File: config.mk
export PLATFORM = sky130hd
export DESIGN_NAME = skew_buf
export DESIGN_NICKNAME = d
export VERILOG_FILES = /design/src/rtl/skew_buf.sv
export SDC_FILE = /design/constraint.sdc
export NUM_CORES = 1
export LEC_CHECK = 0
export CORE_MARGIN = 8
export CORE_UTILIZATION = 40
export CTS_BUF_LIST = sky130_fd_sc_hd__clkbuf_2 sky130_fd_sc_hd__clkbuf_4 sky130_fd_sc_hd__clkbuf_8
export DETAILED_ROUTE_END_ITERATION = 7
export GPL_TIMING_DRIVEN = 1
export HOLD_SLACK_MARGIN = 0.03
export PLACE_DENSITY = 0.71
export SYNTH_ARGS = -nofsm -noshare
export SYNTH_HDL_FRONTEND = slang
export SYNTH_SLANG_ARGS = --single-unit
export TNS_END_PERCENT = 10
File: constraint.sdc
create_clock -name clk -period 1.3 [get_ports clk]
set_input_delay 0.195 -clock clk [delete_from_list [all_inputs] [get_ports clk]]
set_output_delay 0.195 -clock clk [all_outputs]
set_load 0.01 [all_outputs]
File: src/rtl/skew_buf.sv
// Operand skew buffer for the systolic array edge: delays lane i by s_i enabled
// cycles to form the diagonal wavefront, with stall, per-lane valid and a drain FSM.
module skew_buf #(
    parameter int BITS_AB = 8,
    parameter int DIM     = 8,
    parameter int REVERSE = 0
) (
    input  logic                      clk,
    input  logic                      rst_n,
    input  logic                      clr,
    input  logic                      en,
    input  logic                      in_vld,
    input  logic                      in_last,
    output logic                      in_rdy,
    input  logic signed [BITS_AB-1:0] din      [DIM],
    output logic signed [BITS_AB-1:0] dout     [DIM],
    output logic        [DIM-1:0]     dout_vld,
    output logic                      busy,
    output logic                      done
);

    localparam int CW = (DIM > 1) ? $clog2(DIM) : 1;

    typedef enum logic [1:0] {
        IDLE  = 2'd0,
        RUN   = 2'd1,
        DRAIN = 2'd2
    } state_t;

    state_t          state_r, state_s;
    logic [CW-1:0]   cnt_r, cnt_s;
    logic            done_r, done_s;
    logic            accept_s;

    assign in_rdy   = (state_r != DRAIN);
    assign busy     = (state_r != IDLE);
    assign done     = done_r;
    assign accept_s = en & in_vld & in_rdy;

    // Next-state logic; the counter tracks edges left until the tail reaches the deepest lane.
    always_comb begin
        state_s = state_r;
        cnt_s   = cnt_r;
        done_s  = 1'b0;
        if (en) begin
            case (state_r)
                IDLE, RUN: begin
                    if (accept_s) begin
                        if (in_last) begin
                            if (DIM == 1) begin
                                state_s = IDLE;
                                done_s  = 1'b1;
                            end else begin
                                state_s = DRAIN;
                                cnt_s   = CW'(DIM - 1);
                            end
                        end else begin
                            state_s = RUN;
                        end
                    end else begin
                        state_s = state_r;
                    end
                end
                DRAIN: begin
                    if (cnt_r <= CW'(1)) begin
                        state_s = IDLE;
                        cnt_s   = {CW{1'b0}};
                        done_s  = 1'b1;
                    end else begin
                        cnt_s   = cnt_r - CW'(1);
                    end
                end
                default: begin
                    state_s = IDLE;
                    cnt_s   = {CW{1'b0}};
                end
            endcase
        end else begin
            state_s = state_r;
        end
    end

    // FSM, drain counter and done pulse registers.
    always_ff @(posedge clk or negedge rst_n) begin
        if (!rst_n) begin
            state_r <= IDLE;
            cnt_r   <= {CW{1'b0}};
            done_r  <= 1'b0;
        end else if (clr) begin
            state_r <= IDLE;
            cnt_r   <= {CW{1'b0}};
            done_r  <= 1'b0;
        end else begin
            state_r <= state_s;
            cnt_r   <= cnt_s;
            done_r  <= done_s;
        end
    end

    for (genvar i = 0; i < DIM; i++) begin : g_lane
        localparam int S = (REVERSE != 0) ? (DIM - 1 - i) : i;

        logic signed [BITS_AB-1:0] dat_r [S+1];
        logic                      vld_r [S+1];

        // Lane shift chain; bubbles carry zero data so invalid outputs read as 0.
        always_ff @(posedge clk or negedge rst_n) begin
            if (!rst_n) begin
                for (int k = 0; k <= S; k++) begin
                    dat_r[k] <= {BITS_AB{1'b0}};
                    vld_r[k] <= 1'b0;
                end
            end else if (clr) begin
                for (int k = 0; k <= S; k++) begin
                    dat_r[k] <= {BITS_AB{1'b0}};
                    vld_r[k] <= 1'b0;
                end
            end else if (en) begin
                dat_r[0] <= accept_s ? din[i] : {BITS_AB{1'b0}};
                vld_r[0] <= accept_s;
                for (int k = 1; k <= S; k++) begin
                    dat_r[k] <= dat_r[k-1];
                    vld_r[k] <= vld_r[k-1];
                end
            end
        end

        assign dout[i]     = dat_r[S];
        assign dout_vld[i] = vld_r[S];
    end

endmodule

# Word-level counts from Yosys, hierarchy flattened
# Cells that the tools add are included.
[word_totals] mem_bits_ro=0 out_inout_bits=75 latch_bits=0 ram_bits=0 ff_bits=330 input_bits=70 wordCells=147 memories=0
[op_classes] shifts=0 reduce_logical=6 add_sub_neg=1 div_mod_pow=0 n_mul=0 n_lt_le_gt_ge=1 n_eq_ne=6 bitwise=2 n_mux=56
[op_table] operator="64-bit 2-to-1 mux" count=2
[op_table] operator="56-bit 2-to-1 mux" count=2
[op_table] operator="48-bit 2-to-1 mux" count=2
[op_table] operator="8-bit 2-to-1 mux" count=12
[op_table] operator="40-bit 2-to-1 mux" count=2
[op_table] operator="32-bit 2-to-1 mux" count=2
[op_table] operator="24-bit 2-to-1 mux" count=2
[op_table] operator="16-bit 2-to-1 mux" count=2
[op_table] operator="3-bit 2-to-1 mux" count=7
[op_table] operator="2-bit 2-to-1 mux" count=7
[op_table] operator="7-bit 2-to-1 mux" count=2
[op_table] operator="6-bit 2-to-1 mux" count=2
[op_table] operator="5-bit 2-to-1 mux" count=2
[op_table] operator="3-bit inequality test, second input constant" count=3
[op_table] operator="4-bit 2-to-1 mux" count=2
[op_table] operator="1-bit 2-to-1 mux" count=6
[op_table] operator="3-bit one-hot mux with 2 select lines" count=1
[op_table] operator="3-bit AND reduction" count=2
[op_table] operator="2-bit one-hot mux with 2 select lines" count=1
[op_table] operator="2-bit nonzero test" count=2
[op_table] operator="3-bit by 1-bit less-or-equal comparator with 1-bit output, second input constant" count=1
[op_table] operator="3-bit by 1-bit subtractor with 3-bit output, second input constant" count=1
[op_table] operator="1-bit bitwise AND" count=2
[op_table] operator="2-bit by 1-bit == test with 1-bit output, second input constant" count=1
[op_table] operator="4 further kinds" count=4

# Longest topological paths before layout
# Gate-level depths: netlist of run 1.
[logic_depth] depth_word=6 depth_mapped=6 ltp_nobuf=5

# Worst setup path after synthesis of run 1
# No wires, ideal clock.
[synth_path] kind="register to register" from="reg cnt_r[0]" to="reg state_r[1]" arrival_time_ps=1142 path_stages_with_launch=5 synth_period_minus_slack_ps=1242 slack_ps=58 setup_time_ps=99 t_required_ps=1201 path_cell_list="dfrtp_1 > ha_1 > o21ba_2 > o21bai_1 > a311oi_1"
[synth_via] elab_chain_cells=3
[synth_lines] element="start: declaration" line_no="31" rtl="logic [CW-1:0] cnt_r, cnt_s;"
[synth_lines] element="start signal: assignment" line_no="87" rtl="cnt_r <= {CW{1'b0}};"
[synth_lines] element="start signal: assignment" line_no="91" rtl="cnt_r <= {CW{1'b0}};"
[synth_lines] element="start signal: assignment" line_no="95" rtl="cnt_r <= cnt_s;"
[synth_lines] element="3-bit by 1-bit less-or-equal comparator with 1-bit output" line_no="65" rtl="if (cnt_r <= CW'(1)) begin"
[synth_lines] element="3-bit inequality test (no line)"
[synth_lines] element="3-bit AND reduction (no line)"
[synth_lines] element="end signal: assignment" line_no="94" rtl="state_r <= state_s;"
[synth_lines] element="end: declaration" line_no="30" rtl="state_t state_r, state_s;"
# Every way passes these cells.
# A chain may end at the register's enable or synchronous reset.

# Worst setup path in the final report of run 1
[layout_path] from="reg state_r[0]" to="out busy"
[layout_via] elab_chain_cells=1
[layout_lines] element="2-bit nonzero test" line_no="36" rtl="assign busy = (state_r != IDLE);"
[layout_lines] element="end: declaration" line_no="18" rtl="output logic busy,"
# Every way passes these cells.

==> flow_summary_export.csv, run 1 <==
group,metric,value,unit
placed_design,hpwl,16700,um
floorplanning,rows,64,
hold_path,worstHoldPathType,"input port to asynchronous set/reset pin",
global_route,antenna_found_initial,1,
sta,rsz0062_at_grt,"true",
sta,fin_crit_sh,121.1,%
cts,root_buffer,"clkbuf_8",
route,ant_nets,0,
power_and_ir_drop,powerDensity,1311,mW/mm2
placed_design,place_inst,1469,
route,drcViolationCount,0,
cts,clk_path_buf_depth,3,
power_and_ir_drop,p_total,20.31,mW
final_layout,area_growth,24.92,%
route,dr.pass1.iters,4,
run_status,violations,"setup timing",
synth,ys_seq_area_share,60.94,%
synth,syn_nets,1064,
cts,numCtsBuffers,51,
floorplanning,die_area,0.03689,mm2
synth,synth.distinct_cells,33,
sta,maxSlewViolCount,0,
floorplanning,ioPinCount,145,
cts,cts_tree,"yes",
synth,syn-instance-count,992,
final_layout,num_antenna_cells,0,
power_and_ir_drop,ir_drop,0.6696,mV
cts,htreeDepth,2,
flow_run,maxCapViolCount,0,
final_layout,final_nets,1213,
worst_setup_path,crit_path_start_kind,"register",
synth,synth_flop_cell,"dfrtp_1",
worst_setup_path,required,1.11,ns
synth,synth_warnings,0,
floorplanning,die_w,192.1,um
synth,synthArstFlopShare,100.0,%
synth,syn_area_per_cell,12.50,um2
synth,synth-seq-cells,302,
synth,synth_largest_area_cell,"dfrtp_1",
route,viasPerCell,4.848,
placed_design,gp_routability_congestion,0.7443,
synth,yosys.area_share.simple,7.830,%
floorplanning,core,0.03059,mm2
synth,synth_fa_ha_area_share,0.2018,%
worst_setup_path,arrival,1.38,ns
sta,tightest_slew,0.3773,ns
run_status,status,"complete, but fails checks",
worst_setup_path,critical_path.max_fanout,3,
sta,finalHoldViolations,0,
sta,setup-violations-final,74,
floorplanning,die_h,192.1,um
sta,setup_tns,-7.926,ns
sta,max_freq,635.3,MHz
global_route,grt_max_degree,71,
floorplanning,initial_core_util,40.54,%
final_layout,drive_above_1_share,21.29,%
final_layout,regArea,0.007557,mm2
cts,clk_pin_slew_worst_paths,0.06,ns
synth,syn_area,0.01240,mm2
sta,setup_slack,-0.2742,ns
sta,finClkSkew,0.02431,ns
synth,synth-xor-area-share,0,%
cts,clock-sinks,302,
power_and_ir_drop,leakagePower,8.039,nW
worst_setup_path,critPathCaptureType,"primary output",
final_layout,multi_input_area,0.004023,mm2
synth,yosys-top-cells-area,"dfrtp_1 61%, mux2i_1 19%, nor2_1 7.1%, buf_4 4.7%, a22o_1 4.5%",
synth,synth.top_cell.area_share,60.94,%
synth,synth_compound_area_share,5.479,%
cts,clock_latency,0.57,ns
route,via_count,7636,
worst_setup_path,critPathKind,"register to primary output",
route,dr.first_iter.drc_count,285,
sta,slew_headroom,74.85,%
global_route,grt_pass1_wl,41680,um
global_route,grt_pass1_vias,8092,
sta,fin_crit,1.574,ns
synth,synth_edf_count,0,
final_layout,fillCellCount,2644,
global_route,track_usage,13.70,%
synth,synth_top_family_by_area,"multiplexers",
placed_design,portBuffers,144,
synth,synth_common_cells,"302 x dfrtp_1, 235 x nor2_1, 231 x mux2i_1",
final_layout,fin_cells,1575,
synth,synthMuxAreaShare,18.65,%
global_route,globalRoute.totalOverflow,0,
synth,post-synth-top-count-cell,"dfrtp_1",
route,routed_wl,26170,um
route,wl_per_cell,16.62,um
[area by class of cell]
cell class,count,share of cell area [%]
clock inverter,11,0.7835
inverter,4,0.09692
sequential,302,48.78
tap,396,3.198
multi-input combinational,561,25.97
timing repair buffer,221,14.59
clock buffer,80,6.583
[path summary, 6_finish.rpt]
check	startpoint	endpoint	slack, ns	cells past startpoint
setup / recovery	state_r[0]$_DFFE_PN0P_	busy	-0.27	2
hold / removal	rst_n	g_lane[7].dat_r[44]$_DFFE_PN0P_	0.12	2
setup reg to reg	state_r[1]$_DFFE_PN0P_	g_lane[1].dat_r[9]$_DFFE_PN0P_	-0.17	6
hold reg to reg	g_lane[0].dat_r[3]$_DFFE_PN0P_	g_lane[0].dat_r[3]$_DFFE_PN0P_	0.50	1
max in group asynchronous	rst_n	g_lane[7].dat_r[14]$_DFFE_PN0P_	0.51	3
min in group clk	din[33]	g_lane[3].dat_r[25]$_DFFE_PN0P_	0.23	2
[worst max-delay path, cell delays in order (launching register included)]
cell     delay (ns)
dfrtp_1        0.42
or2_4          0.25
buf_2          0.15
[logic make-up after synthesis]
logic type,count (synthesis)
DFF,302
and+or+nand+nor,248
muxes,231
buffers and inverters,129
AOI/OAI and AO/OA,80
adders and majority gates,2
[cell usage in the layout, fill, tap and decap left out, types with 2 or more instances in the layout]
master / synthesis / final
inv_1: 4 / 2
clkinv_2: 0 / 5
a21oi_1: 2 / 2
a22o_1: 64 / 64
clkbuf_4: 0 / 13
a31oi_1: 2 / 2
nand2_1: 2 / 2
nand2b_1: 2 / 2
clkbuf_16: 0 / 4
inv_2: 0 / 2
buf_4: 77 / 40
clkdlybuf4s50_1: 0 / 66
a21o_1: 2 / 2
buf_12: 0 / 27
nor2_1: 235 / 234
mux2i_1: 231 / 231
bufinv_16: 0 / 2
buf_6: 1 / 31
buf_2: 15 / 47
dlygate4sd3_1: 0 / 3
clkbuf_8: 0 / 68
dfrtp_1: 302 / 302
nor2b_1: 2 / 2
inv_6: 0 / 2
a311oi_1: 2 / 2
buf_8: 5 / 2
o21ai_0: 2 / 2
[registers in the layout, indices dropped and copies added, names as in the netlist]
name	flops
g_lane.dat_r	232
dout	56
dout_vld	7
cnt_r	3
state_r	2
done	1
g_lane.vld_r	1
[layer usage]
metal	share of wire [%]	up-vias	wire length, um	track usage, %
met5	0.050	-	13	0
met2	44	194	11610	20.58
li1	-	3626	-	-
met1	47	3767	12320	19.03
met3	6.5	47	1712	4.012
met4	2.0	2	524	3.937
[timing repair]
| item | in CTS | in global routing |
|---|---|---|
| endpoints found under the setup margin | 95 | 144 |
| buffers inserted | 5 | 2 |
| resized for setup | 318 | 20 |
| pin swaps | 32 | 22 |
| hold buffers | 3 | 0 |
| cloned | 0 | 5 |
| hold endpoints to repair | 313 | 0 |
[report_power, final]
| part | internal [mW] | leakage (nW) | switching (mW) |
|---|---|---|---|
| clock network | 5.40 | 0.605 | 3.74 |
| registers | 9.55 | 4.19 | 0.0907 |
| logic | 0.750 | 3.24 | 0.790 |
| total | 15.7 | 8.04 | 4.62 |
[stage by stage]
stage	worst slack, ns	cell area (um2)	util, %	hold slack [ns]
global placement	-0.1661	14330	46.84	0.1088
finish	-0.2742	15490	50.64	0.1198
global route	-0.3560	15490	50.64	0.1074
CTS	-0.3334	15250	49.85	0.09406
detailed placement	-0.2102	14330	46.84	0.1110
floorplan	0.05848	12400	-	-0.1006
No activity file was read; power rests on OpenSTA's default activity.
==> run 2, diff against run 1 <==
--- a/config.mk
+++ b/config.mk
@@ -15,4 +15,4 @@
 export SYNTH_ARGS = -nofsm -noshare
 export SYNTH_HDL_FRONTEND = slang
 export SYNTH_SLANG_ARGS = --single-unit
-export TNS_END_PERCENT = 10
+export TNS_END_PERCENT = 30
==> run 2 against run 1 <==
Power is 0.19% higher. Global-route usage about the same. The run still ends with setup timing left. Non-clock buffer count increased by 12. Critical endpoint unchanged. Highest routed layer unchanged. Maximum frequency down 0.17%. Sequential power is essentially flat. Largest cell class unchanged.
==> flow_summary_export.csv, run 2 (synthesized netlist as in run 1, its figures left out) <==
group,metric,value,unit
final_layout,regArea,0.007557,mm2
worst_setup_path,cpPeakStageDelay,0.42,ns
cts,clk_path_buf_depth,3,
final_layout,fillCellCount,2634,
cts,root_buffer,"clkbuf_8",
sta,setup-violations-final,74,
cts,clock-sinks,302,
worst_setup_path,crit_cells,2,
final_layout,multi_input_area,0.004023,mm2
final_layout,largest_reg_flops,232,
worst_setup_path,cpLargestDelayFamily,"flip-flops",
power_and_ir_drop,p_total,20.35,mW
final_layout,layout_commonest_cell,"dfrtp_1",
global_route,grt_pass1_vias,8137,
sta,tightest_slew,0.3800,ns
final_layout,fin_cells,1587,
sta,fin_crit_sh,121.3,%
worst_setup_path,r2r_end,"g_lane[1].dat_r[9]$_DFFE_PN0P_",
placed_design,place_inst,1469,
final_layout,final_nets,1225,
run_status,violations,"setup timing",
route,routed_wl,26680,um
worst_setup_path,critPathKind,"register to primary output",
cts,cts_tree,"yes",
final_layout,drive_above_1_share,22.08,%
worst_setup_path,critPathCapture,"busy",
sta,finClkSkew,0.02468,ns
floorplanning,initial_core_util,40.54,%
cts,clock_latency,0.57,ns
placed_design,gp_routability_congestion,0.7443,
final_layout,fin_util,51.20,%
route,wl_per_cell,16.81,um
worst_setup_path,rr_worst_depth,6,
sta,maxSlewViolCount,0,
sta,max_freq,634.2,MHz
route,ant_nets,0,
worst_setup_path,required,1.11,ns
placed_design,hpwl,16700,um
cts,numCtsBuffers,51,
worst_setup_path,crit_buf_inv,1,
sta,slew_headroom,74.67,%
final_layout,top_register,"g_lane.dat_r",
floorplanning,rows,64,
floorplanning,die_h,192.1,um
global_route,grt_max_degree,71,
final_layout,num_antenna_cells,0,
worst_setup_path,rr_startpoint,"state_r[1]$_DFFE_PN0P_",
power_and_ir_drop,powerDensity,1300,mW/mm2
final_layout,most-common-layout-cells,"302 x dfrtp_1, 234 x nor2_1, 231 x mux2i_1",
worst_setup_path,crit_path_start_kind,"register",
floorplanning,ioPinCount,145,
route,drcViolationCount,0,
sta,rsz0062_at_grt,"true",
cts,htreeDepth,2,
worst_setup_path,crit_start,"state_r[0]$_DFFE_PN0P_",
flow_run,maxCapViolCount,0,
sta,finalHoldViolations,0,
global_route,globalRoute.totalOverflow,0,
global_route,track_usage,13.74,%
route,dr.pass1.iters,4,
final_layout,area_growth,26.29,%
worst_setup_path,path_cells,"or2_4 > buf_2",
route,dr.first_iter.drc_count,321,
sta,hold_ws,0.1192,ns
placed_design,portBuffers,144,
run_status,status,"complete, but fails checks",
global_route,antenna_found_initial,1,
hold_path,worstHoldPathType,"input port to asynchronous set/reset pin",
worst_setup_path,slowest_stage,"dfrtp_1",
floorplanning,die_w,192.1,um
route,via_count,7728,
route,viasPerCell,4.870,
sta,setup_slack,-0.2768,ns
floorplanning,core,0.03059,mm2
sta,fin_crit,1.577,ns
worst_setup_path,arrival,1.38,ns
worst_setup_path,critPathCaptureType,"primary output",
cts,clk_pin_slew_worst_paths,0.06,ns
floorplanning,die_area,0.03689,mm2
global_route,grt_pass1_wl,41800,um
worst_setup_path,critical_path.max_fanout,3,
power_and_ir_drop,leakagePower,8.119,nW
worst_setup_path,ff2ff_setup_slack,-0.22,ns
power_and_ir_drop,ir_drop,0.6819,mV
sta,setup_tns,-10.07,ns
-- run 2: worst min path at each step --
stage	to
4_1_cts	g_lane[4].dat_r[32]$_DFFE_PN0P_
6_report	dout[0]$_DFFE_PN0P_
3_5_place_dp	dout[1]$_DFFE_PN0P_
3_3_place_gp	dout[4]$_DFFE_PN0P_
5_1_grt	dout[1]$_DFFE_PN0P_
2_1_floorplan	cnt_r[0]$_DFFE_PN0P_
-- run 2: routing by layer --
metal | share of wire, % | track usage, % | routed length [um]
met5 | 0.049 | 0 | 13
met2 | 44 | 20.78 | 11770
met3 | 6.5 | 4.012 | 1728
met4 | 1.9 | 3.937 | 505
met1 | 47 | 18.98 | 12660
-- run 2: metrics by stage --
stage	cell area, um2	worst slack [ns]
after floorplan	12400	0.05848
after global placement	14330	-0.1661
after detailed placement	14330	-0.2102
after CTS	15360	-0.3334
after global routing	15660	-0.3560
final	15660	-0.2768
-- run 2: cell type report --
class	instances	area share, %
Tap cell	396	3.164
Timing Repair Buffer	233	15.51
Clock inverter	11	0.7749
Multi-Input combinational cell	561	25.69
Clock buffer	80	6.511
Sequential cell	302	48.25
Inverter	4	0.09587
-- run 2: worst register-to-register path, stage by stage, from the launching register on --
cell and delay [ns]:
dfrtp_1 0.39, nor2b_4 0.14, buf_6 0.12, nor3_4 0.21, buf_6 0.22, clkbuf_16 0.20, a22o_1 0.14
-- run 2: power breakdown --
part / switching (mW) / internal [mW]
Clock: 3.74 / 5.40
Sequential: 0.0910 / 9.55
Combinational: 0.805 / 0.766
Total: 4.64 / 15.7
-- run 2: timing repair --
action,4_1_cts,5_1_grt
gates resized for setup,332,23
pin swaps,32,24
endpoints found under the hold margin,313,0
buffers inserted,14,2
endpoints found under the setup margin,95,144
hold buffers,3,0
cloned,0,8
==> run 3, diff against run 2 <==
--- a/config.mk
+++ b/config.mk
@@ -12,6 +12,7 @@
 export GPL_TIMING_DRIVEN = 1
 export HOLD_SLACK_MARGIN = 0.03
 export PLACE_DENSITY = 0.71
+export SLEW_MARGIN = 20
 export SYNTH_ARGS = -nofsm -noshare
 export SYNTH_HDL_FRONTEND = slang
 export SYNTH_SLANG_ARGS = --single-unit
==> results of run 3 <==
The final DEF is identical to that of run 2; final timing and power are the same.
